$ cat config.mk
export PLATFORM = sky130hd
export DESIGN_NAME = sum_stream_buffer_flat
export DESIGN_NICKNAME = d
export VERILOG_FILES = /design/src/rtl/sum_stream_buffer_if.sv /design/src/rtl/sum_stream_buffer.sv /design/src/flat_wrapper.sv
export SDC_FILE = /design/constraint.sdc
export NUM_CORES = 1
export LEC_CHECK = 0
export CAP_MARGIN = 5
export CORE_MARGIN = 1.5
export CORE_UTILIZATION = 35
export CTS_CLUSTER_DIAMETER = 200
export DETAILED_ROUTE_END_ITERATION = 7
export SLEW_MARGIN = 20
export SYNTH_ARGS = -nofsm -noshare
export SYNTH_HDL_FRONTEND = slang
export SYNTH_SLANG_ARGS = --single-unit
$ cat constraint.sdc
create_clock -name clk -period 3.7 [get_ports clk]
set_input_delay 0.74 -clock clk [delete_from_list [all_inputs] [get_ports clk]]
set_output_delay 0.74 -clock clk [all_outputs]
set_load 0.05 [all_outputs]
$ cat src/rtl/sum_stream_buffer_if.sv
// Handshake and status bundle for the sum stream buffer.
// slave: the buffer itself; master: the adder stage / consumer side driving it.
interface sum_stream_buffer_if #(
    parameter int DATA_W = 8,
    parameter int DEPTH  = 4,
    parameter int ACC_W  = 16
);
    localparam int CNT_W = $clog2(DEPTH + 1);

    logic [DATA_W-1:0] in_data;
    logic              in_valid;
    logic              in_ready;
    logic              flush;
    logic [DATA_W-1:0] out_data;
    logic              out_valid;
    logic              out_ready;
    logic [ACC_W-1:0]  out_acc;
    logic              sat;
    logic [CNT_W-1:0]  count;

    modport slave (
        input  in_data, in_valid, flush, out_ready,
        output in_ready, out_data, out_valid, out_acc, sat, count
    );

    modport master (
        output in_data, in_valid, flush, out_ready,
        input  in_ready, out_data, out_valid, out_acc, sat, count
    );
endinterface

$ cat src/rtl/sum_stream_buffer.sv
// Sum stream buffer: small FWFT FIFO between the adder stage and a possibly
// slow consumer, with a saturating running total of every word that leaves
// and a synchronous flush that clears storage state, total and sticky flag.
module sum_stream_buffer #(
    parameter int DATA_W = 8,
    parameter int DEPTH  = 4,
    parameter int ACC_W  = 16
) (
    input  logic               clk,
    input  logic               rst_n,
    sum_stream_buffer_if.slave bus
);
    localparam int PTR_W = $clog2(DEPTH);
    localparam int CNT_W = $clog2(DEPTH + 1);
    localparam logic [ACC_W-1:0] ACC_MAX = '1;

    logic [DATA_W-1:0] mem_q [DEPTH];
    logic [PTR_W-1:0]  wr_ptr_q, wr_ptr_d;
    logic [PTR_W-1:0]  rd_ptr_q, rd_ptr_d;
    logic [CNT_W-1:0]  count_q, count_d;
    logic [ACC_W-1:0]  acc_q, acc_d;
    logic              sat_q, sat_d;

    logic              in_ready;
    logic              out_valid;
    logic              push;
    logic              pop;
    logic [DATA_W-1:0] head;
    logic [ACC_W:0]    acc_sum;

    // in_ready looks only at registered occupancy, so a full FIFO never
    // takes a word even if the consumer pops in the same cycle.
    assign in_ready  = (count_q < CNT_W'(DEPTH));
    assign out_valid = (count_q != '0);
    assign push      = bus.in_valid & in_ready;
    assign pop       = out_valid & bus.out_ready;
    assign head      = mem_q[rd_ptr_q];

    // One extra bit catches overflow of the zero-extended add.
    assign acc_sum = {1'b0, acc_q} + {{(ACC_W + 1 - DATA_W){1'b0}}, head};

    // Next-state for pointers, occupancy, running total and sticky flag.
    always_comb begin
        wr_ptr_d = wr_ptr_q;
        rd_ptr_d = rd_ptr_q;
        count_d  = count_q;
        acc_d    = acc_q;
        sat_d    = sat_q;
        if (bus.flush) begin
            wr_ptr_d = '0;
            rd_ptr_d = '0;
            count_d  = '0;
            acc_d    = '0;
            sat_d    = 1'b0;
        end else begin
            if (push) begin
                wr_ptr_d = wr_ptr_q + PTR_W'(1);
            end
            if (pop) begin
                rd_ptr_d = rd_ptr_q + PTR_W'(1);
                if (acc_sum[ACC_W]) begin
                    acc_d = ACC_MAX;
                    sat_d = 1'b1;
                end else begin
                    acc_d = acc_sum[ACC_W-1:0];
                end
            end
            if (push && !pop) begin
                count_d = count_q + CNT_W'(1);
            end else if (pop && !push) begin
                count_d = count_q - CNT_W'(1);
            end
        end
    end

    // Control state register with asynchronous clear.
    always_ff @(posedge clk or negedge rst_n) begin
        if (!rst_n) begin
            wr_ptr_q <= '0;
            rd_ptr_q <= '0;
            count_q  <= '0;
            acc_q    <= '0;
            sat_q    <= 1'b0;
        end else begin
            wr_ptr_q <= wr_ptr_d;
            rd_ptr_q <= rd_ptr_d;
            count_q  <= count_d;
            acc_q    <= acc_d;
            sat_q    <= sat_d;
        end
    end

    // Storage needs no reset; contents are only read while count is nonzero.
    always_ff @(posedge clk) begin
        if (push && !bus.flush) begin
            mem_q[wr_ptr_q] <= bus.in_data;
        end
    end

    assign bus.in_ready  = in_ready;
    assign bus.out_valid = out_valid;
    assign bus.out_data  = head;
    assign bus.out_acc   = acc_q;
    assign bus.sat       = sat_q;
    assign bus.count     = count_q;
endmodule

$ cat src/flat_wrapper.sv
// flat-port wrapper written by rule: the top's interface ports become plain ports
module sum_stream_buffer_flat 
#(
    parameter int DATA_W = 8,
    parameter int DEPTH  = 4,
    parameter int ACC_W  = 16
)
  (clk, rst_n, bus_in_data, bus_in_valid, bus_flush, bus_out_ready, bus_in_ready, bus_out_data, bus_out_valid, bus_out_acc, bus_sat, bus_count);
  sum_stream_buffer_if #(.DATA_W(DATA_W), .DEPTH(DEPTH), .ACC_W(ACC_W)) bus_i ();
  input  logic clk;
  input  logic rst_n;
  input wire logic [$bits(bus_i.in_data)-1:0] bus_in_data;
  input wire logic [$bits(bus_i.in_valid)-1:0] bus_in_valid;
  input wire logic [$bits(bus_i.flush)-1:0] bus_flush;
  input wire logic [$bits(bus_i.out_ready)-1:0] bus_out_ready;
  output wire logic [$bits(bus_i.in_ready)-1:0] bus_in_ready;
  output wire logic [$bits(bus_i.out_data)-1:0] bus_out_data;
  output wire logic [$bits(bus_i.out_valid)-1:0] bus_out_valid;
  output wire logic [$bits(bus_i.out_acc)-1:0] bus_out_acc;
  output wire logic [$bits(bus_i.sat)-1:0] bus_sat;
  output wire logic [$bits(bus_i.count)-1:0] bus_count;
  assign bus_i.in_data = bus_in_data;
  assign bus_i.in_valid = bus_in_valid;
  assign bus_i.flush = bus_flush;
  assign bus_i.out_ready = bus_out_ready;
  assign bus_in_ready = bus_i.in_ready;
  assign bus_out_data = bus_i.out_data;
  assign bus_out_valid = bus_i.out_valid;
  assign bus_out_acc = bus_i.out_acc;
  assign bus_sat = bus_i.sat;
  assign bus_count = bus_i.count;
  sum_stream_buffer #(.DATA_W(DATA_W), .DEPTH(DEPTH), .ACC_W(ACC_W)) u_core (.clk(clk), .rst_n(rst_n), .bus(bus_i));
endmodule
==> results of run 1 <==
cells by family (layout without fill, tap and decap cells):
family | count (synthesis) | count (layout) | synth area share
compound gates | 47 | 47 | 0.134
xor+xnor | 14 | 14 | 0.0465
fa+ha+maj | 14 | 14 | 0.0679
buf+inv | 15 | 61 | 0.0259
flops | 56 | 56 | 0.558
mux | 9 | 9 | 0.0679
simple gates | 51 | 51 | 0.100
metrics by stage:
stage,util,worst slack [ns]
3_5_place_dp,0.431,0.768
6_report,0.443,0.662
2_1_floorplan,-,0.512
4_1_cts,0.443,0.634
5_1_grt,0.443,0.567
3_3_place_gp,0.431,0.845
power groups by stage:
stage          combinational, mW  clock, mW  sequential (mW)
5_1_grt                     1.45      0.376            0.843
3_5_place_dp                1.35          0            0.844
6_report                    1.34      0.342            0.829
2_1_floorplan              0.856          0            0.976
4_1_cts                     1.35      0.356            0.830
3_3_place_gp                1.34          0            0.842
final cells by class:
type                            instances  area, um2
Clock buffer                            5       68.8
Clock inverter                          3       21.3
Fill cell                             715       4310
Inverter                                7       26.3
Multi-Input combinational cell        135       1160
Sequential cell                        56       1560
Tap cell                              102        128
Timing Repair Buffer                   46        450
registers in the layout, summed over array words and instances, names as in the netlist:
name / flops
u_core.mem_q: 32
u_core.bus.out_acc: 16
u_core.wr_ptr_q: 2
u_core.bus.sat: 1
u_core.rd_ptr_q: 2
u_core.bus.count: 3
synth_stat cells (2+ instances only):
master     n
edfxtp_1  32
dfrtp_1   24
nand2_1   16
nor2_1    16
ha_1      12
a21oi_1   11
xnor2_1   11
a21oi_2    8
mux4_2     8
inv_1      7
and2_1     6
a31oi_1    4
and3_1     4
clkbuf_1   4
o21ai_0    4
a211oi_1   3
o211ai_1   3
a21o_1     2
a311oi_1   2
a31oi_2    2
buf_6      2
fa_1       2
xor2_1     2
path summary, 6_finish.rpt:
check,end,cells after the start
max in group asynchronous,u_core.wr_ptr_q[0],2
setup reg to reg,u_core.bus.out_acc[1],9
min in group asynchronous,u_core.rd_ptr_q[1],2
setup / recovery,bus_out_data[5],3
hold reg to reg,u_core.bus.sat,2
hold / removal,u_core.bus.sat,2
layer usage:
metal  wire, um  part of all wire  vias up  global-route usage
li1           -                 -      852                   -
met1       2680              0.48      844               0.195
met2       2640              0.47       37               0.232
met3        245             0.044        5              0.0394
met4         46            0.0082        0              0.0385
met5          0                 0        -                   0
worst min-delay path, delay by kind of cell, from the launching register on:
family / cells / cell delay, ns
flops: 1 / 0.39
buf+inv: 1 / 0.05
compound gates: 1 / 0.05
==> results.yml, run 1 <==
outcome:
  outcome: "complete, no violations"
worst_setup_path:
  slowest_delay_ns: 0.73
  critical-path-top-delay-family: "buffers and inverters"
  required_ns: 2.96
  cp_num_buf_inv: 2
  cp.arrival_ns: 2.30
  slowest_stage: "clkdlybuf4s50_1"
  crit_path_end_kind: "output port"
  reg2reg_from: "u_core.rd_ptr_q[0]"
  reg2reg_slack_ns: 0.76
  crit_path_cell_trace: "buf_4, mux4_2, clkdlybuf4s50_1"
  startpoint_type: "flop"
  cp-startpoint: "u_core.rd_ptr_q[0]"
  cp_max_fo: 7
  path_class: "reg -> out"
sta:
  fin_setup_tns_ns: 0
  rsz0062_at_grt: "no"
  fin_skew_ns: 0.00604
  post-route-min-period_ns: 3.04
  fmax_mhz: 329
  final-max-slew-violation-count: 0
  slew_headroom: 0.639
  final_hold_viol_count: 0
  period_share: 0.821
  tightestPinTransition_ns: 0.540
  holdWs_ns: 0.523
  setup_viol: 0
synth:
  synth_flop_cell: "edfxtp_1"
  yosysWarnings: 0
  netlist_top_cells_area: "edfxtp_1 34%, dfrtp_1 21%, mux4_2 6.4%"
  synth.distinct_cells: 44
  synth_area_leader_cell: "edfxtp_1"
  ys_ff_latch: 56
  syn_area_um2: 2800
  ys_seq_area_frac: 0.558
  synth_edf_count: 32
  synthArstFlopShare: 0.429
  syn_inst: 206
  syn_nets: 233
  synth_top_area_share: 0.343
  synth_area_per_cell_um2: 13.6
clock_tree:
  clk_pin_slew_worst_paths_ns: 0.10
  cts_setup_buffers: 0
  clockRootBuffer: "clkbuf_8"
  clock_sinks: 56
  cts_resized: 0
  cts_tree: "yes"
  htreeDepth: 2
  ctsHoldBuffers: 0
  clock_path_buffers: 2
  cts_buffers: 5
  clk_latency_ns: 0.32
flow_run:
  cap_viol_max_count: 0
global_route:
  grt_max_degree: 26
  first_global_vias: 1794
  grt_first_pass_wirelength_um: 9350
  antenna_found_initial: 0
  grt_use_total: 0.145
  gr-total-overflow: 0
die:
  row_count: 32
  boundaryPins: 43
  die_h_um: 92.4
  die-area_um2: 8540
  initial_core_util: 0.362
  die_x_um: 92.4
  coreArea_um2: 7730
drt:
  routedWlPerCell_um: 15.9
  vias: 1738
  initialDrtViolationCount: 98
  ant_nets: 0
  drtPass1Iterations: 4
  drc: 0
  via_per_inst: 4.91
  wl_um: 5610
power_and_ir_drop:
  power.leakage_nw: 1.29
  swShare: 0.443
  internal_power_mw: 1.40
  power.switching_mw: 1.11
  powerDensity_nw_per_um2: 733
  finalPower_mw: 2.51
  p_clk_frac: 0.136
  power_frac_comb: 0.533
  peakVddDrop_v: 0.000270
  p_seq_frac: 0.331
cells_and_area:
  drive_gt1_frac: 0.163
  n_antenna_cell: 0
  final_common_cell: "clkdlybuf4s50_1"
  layout_common_cells: "42 x clkdlybuf4s50_1, 32 x edfxtp_1, 24 x dfrtp_1"
  nets: 278
  area_delta_synth_final_pct: 22.2
  fin_cells: 354
  final_cell_area_um2: 3420
placed_design:
  port_buffers: 42
  place.gp.congestion: 0.770
  place_inst: 346
  postPlaceCellArea_um2: 3330
  dpl.hpwl_um: 4080
min_path:
  holdCritStartpoint: "u_core.bus.sat"
  hold_class: "reg -> reg"
Note: power is estimated with default switching activity, not from simulation.
==> run 2, diff against run 1 <==
Clock period 3.7 ns to 2.6 ns, I/O delays scaled along.
==> run 2 against run 1 <==
Net effect: the run now ends with negative setup slack left; first-iteration DRC count decreased by 22%; register-to-register slack got worse by 0.81 ns; hold slack gained 0.021 ns; power up 63%; final area grew 9.8%; global-route usage down 0.063 points; die area unchanged; core utilization is 4.3 points higher; sequential share of layout area shrank 3.9 points; via count is 9.2% higher; worst setup slack got worse by 0.71 ns; clock-buffer cell count up 1.
==> results.yml, run 2 (same netlist as run 1, synthesis figures left out) <==
cells_and_area:
  final_core_util: 0.486
  area_delta_synth_final_pct: 34.2
  final_common_cell: "buf_4"
  drive_gt1_frac: 0.330
  fin_cells: 381
  top_register: "u_core.mem_q"
  layout_common_cells: "37 x buf_4, 34 x clkdlybuf4s50_1, 32 x edfxtp_1"
  largest_reg_flops: 32
  nets: 305
  final_cell_area_um2: 3760
  n_antenna_cell: 0
clock_tree:
  clock_path_buffers: 2
  clk_latency_ns: 0.31
  ctsHoldBuffers: 0
  htreeDepth: 2
  clockRootBuffer: "clkbuf_8"
  cts_tree: "yes"
  cts_buffers: 5
  clk_pin_slew_worst_paths_ns: 0.10
  clock_sinks: 56
sta:
  final-max-slew-violation-count: 0
  timing.final.ws_setup_ns: -0.0469
  post-route-min-period_ns: 2.65
  fin_skew_ns: 0.00803
  fmax_mhz: 378
  rsz0062_at_grt: "yes"
  tightestPinTransition_ns: 0.514
  setup_viol: 5
  period_share: 1.02
  final_hold_viol_count: 0
  holdWs_ns: 0.544
  fin_setup_tns_ns: -0.132
  slew_headroom: 0.656
worst_setup_path:
  startpoint_type: "flop"
  crit_path_cell_trace: "mux4_2, ha_4, fa_2, a211oi_4, o31ai_4, a31oi_4, nor2_1, a31oi_1, o21a_1"
  reg2reg_slack_ns: -0.05
  slowest_stage: "mux4_2"
  slowest_delay_ns: 0.55
  cp.arrival_ns: 2.91
  crit_path_end_kind: "flop"
  r2r_cells: 9
  reg2reg_from: "u_core.rd_ptr_q[0]"
  rr_endpoint: "u_core.bus.out_acc[8]"
  path_class: "reg -> reg"
  cp_max_fo: 4
  critical-path-top-delay-family: "compound AO/OA/AOI/OAI gates"
  required_ns: 2.86
  cp_num_buf_inv: 0
placed_design:
  port_buffers: 42
  place_inst: 366
  place.gp.congestion: 0.709
  postPlaceCellArea_um2: 3500
  pre_cts_ws_ns: -0.157
  dpl.hpwl_um: 4170
drt:
  initialDrtViolationCount: 76
  vias: 1898
  drtPass1Iterations: 4
  routedWlPerCell_um: 15.2
  wl_um: 5780
  ant_nets: 0
  via_per_inst: 4.98
  drc: 0
global_route:
  gr-total-overflow: 0
  grt_use_total: 0.145
  grt_first_pass_wirelength_um: 9430
  first_global_vias: 1874
  grt_max_degree: 25
  antenna_found_initial: 0
min_path:
  holdCritStartpoint: "u_core.bus.sat"
  hold_path_depth: 2
  hold_class: "reg -> reg"
  holdPathEnd: "u_core.bus.sat"
outcome:
  outcome: "finished with violations"
  violations: "negative setup slack"
power_and_ir_drop:
  finalPower_mw: 4.09
  power.leakage_nw: 1.44
  powerDensity_nw_per_um2: 1090
  peakVddDrop_v: 0.000394
die:
  die_h_um: 92.4
  die_x_um: 92.4
  initial_core_util: 0.362
  coreArea_um2: 7730
  boundaryPins: 43
  row_count: 32
  die-area_um2: 8540
flow_run:
  cap_viol_max_count: 0
==> run 2: cell count changes in the layout (fill, tap and decap cells not counted), moves of 2 or more <==
cell / before / now
clkdlybuf4s50_1: 42 / 34
buf_4: 4 / 37
ha_1: 12 / 6
dfrtp_1: 24 / 20
dfrtp_2: 0 / 4
a211oi_1: 3 / 1
ha_4: 0 / 6
==> run 2: final cells by class <==
class                   instances  area [um2]
clock buffers                   6        72.6
clock inverters                 2        38.8
fillers                       706        3970
inverters                       7        26.3
multi-input cells             136        1290
flip-flops and latches         56        1570
well taps                     102         128
repair buffers                 72         629
==> run 2: routing by layer <==
layer	vias to the layer above	GRT usage	share of wire
li1	912	-	-
met1	947	0.180	0.46
met2	33	0.251	0.50
met3	6	0.0271	0.032
met4	0	0.0500	0.012
met5	-	0	0
==> run 2: what timing repair did <==
item                                    in CTS  in global routing
cloned                                       1                  0
gates resized for setup                      3                  9
pin swaps                                   10                  5
hold endpoints to repair                     0                  0
endpoints found under the setup margin      17                 17
buffers inserted                             3                  3
==> run 2: power by group <==
group / switching (mW) / internal, mW
Sequential: 0.123 / 1.07
Clock: 0.293 / 0.292
Combinational: 1.27 / 1.04
==> run 2: worst reg2reg max path, cell delays in order (launching register included) <==
cell      delay (ns)
dfrtp_2         0.41
mux4_2          0.55
ha_4            0.19
fa_2            0.37
a211oi_4        0.28
o31ai_4         0.13
a31oi_4         0.25
nor2_1          0.11
a31oi_1         0.18
o21a_1          0.14
==> run 2: worst max path at each step <==
stage                                   from                endpoint  slack [ns]  cells after the start
after floorplan           u_core.rd_ptr_q[0]   u_core.bus.out_acc[0]       -0.33                     11
after global placement    u_core.rd_ptr_q[0]   u_core.bus.out_acc[0]       -0.09                      9
after detailed placement  u_core.rd_ptr_q[0]          u_core.bus.sat       -0.16                      9
after CTS                 u_core.rd_ptr_q[0]   u_core.bus.out_acc[8]       -0.11                      9
after global routing      u_core.rd_ptr_q[0]  u_core.bus.out_acc[14]       -0.17                      9
final                     u_core.rd_ptr_q[0]   u_core.bus.out_acc[8]       -0.05                      9
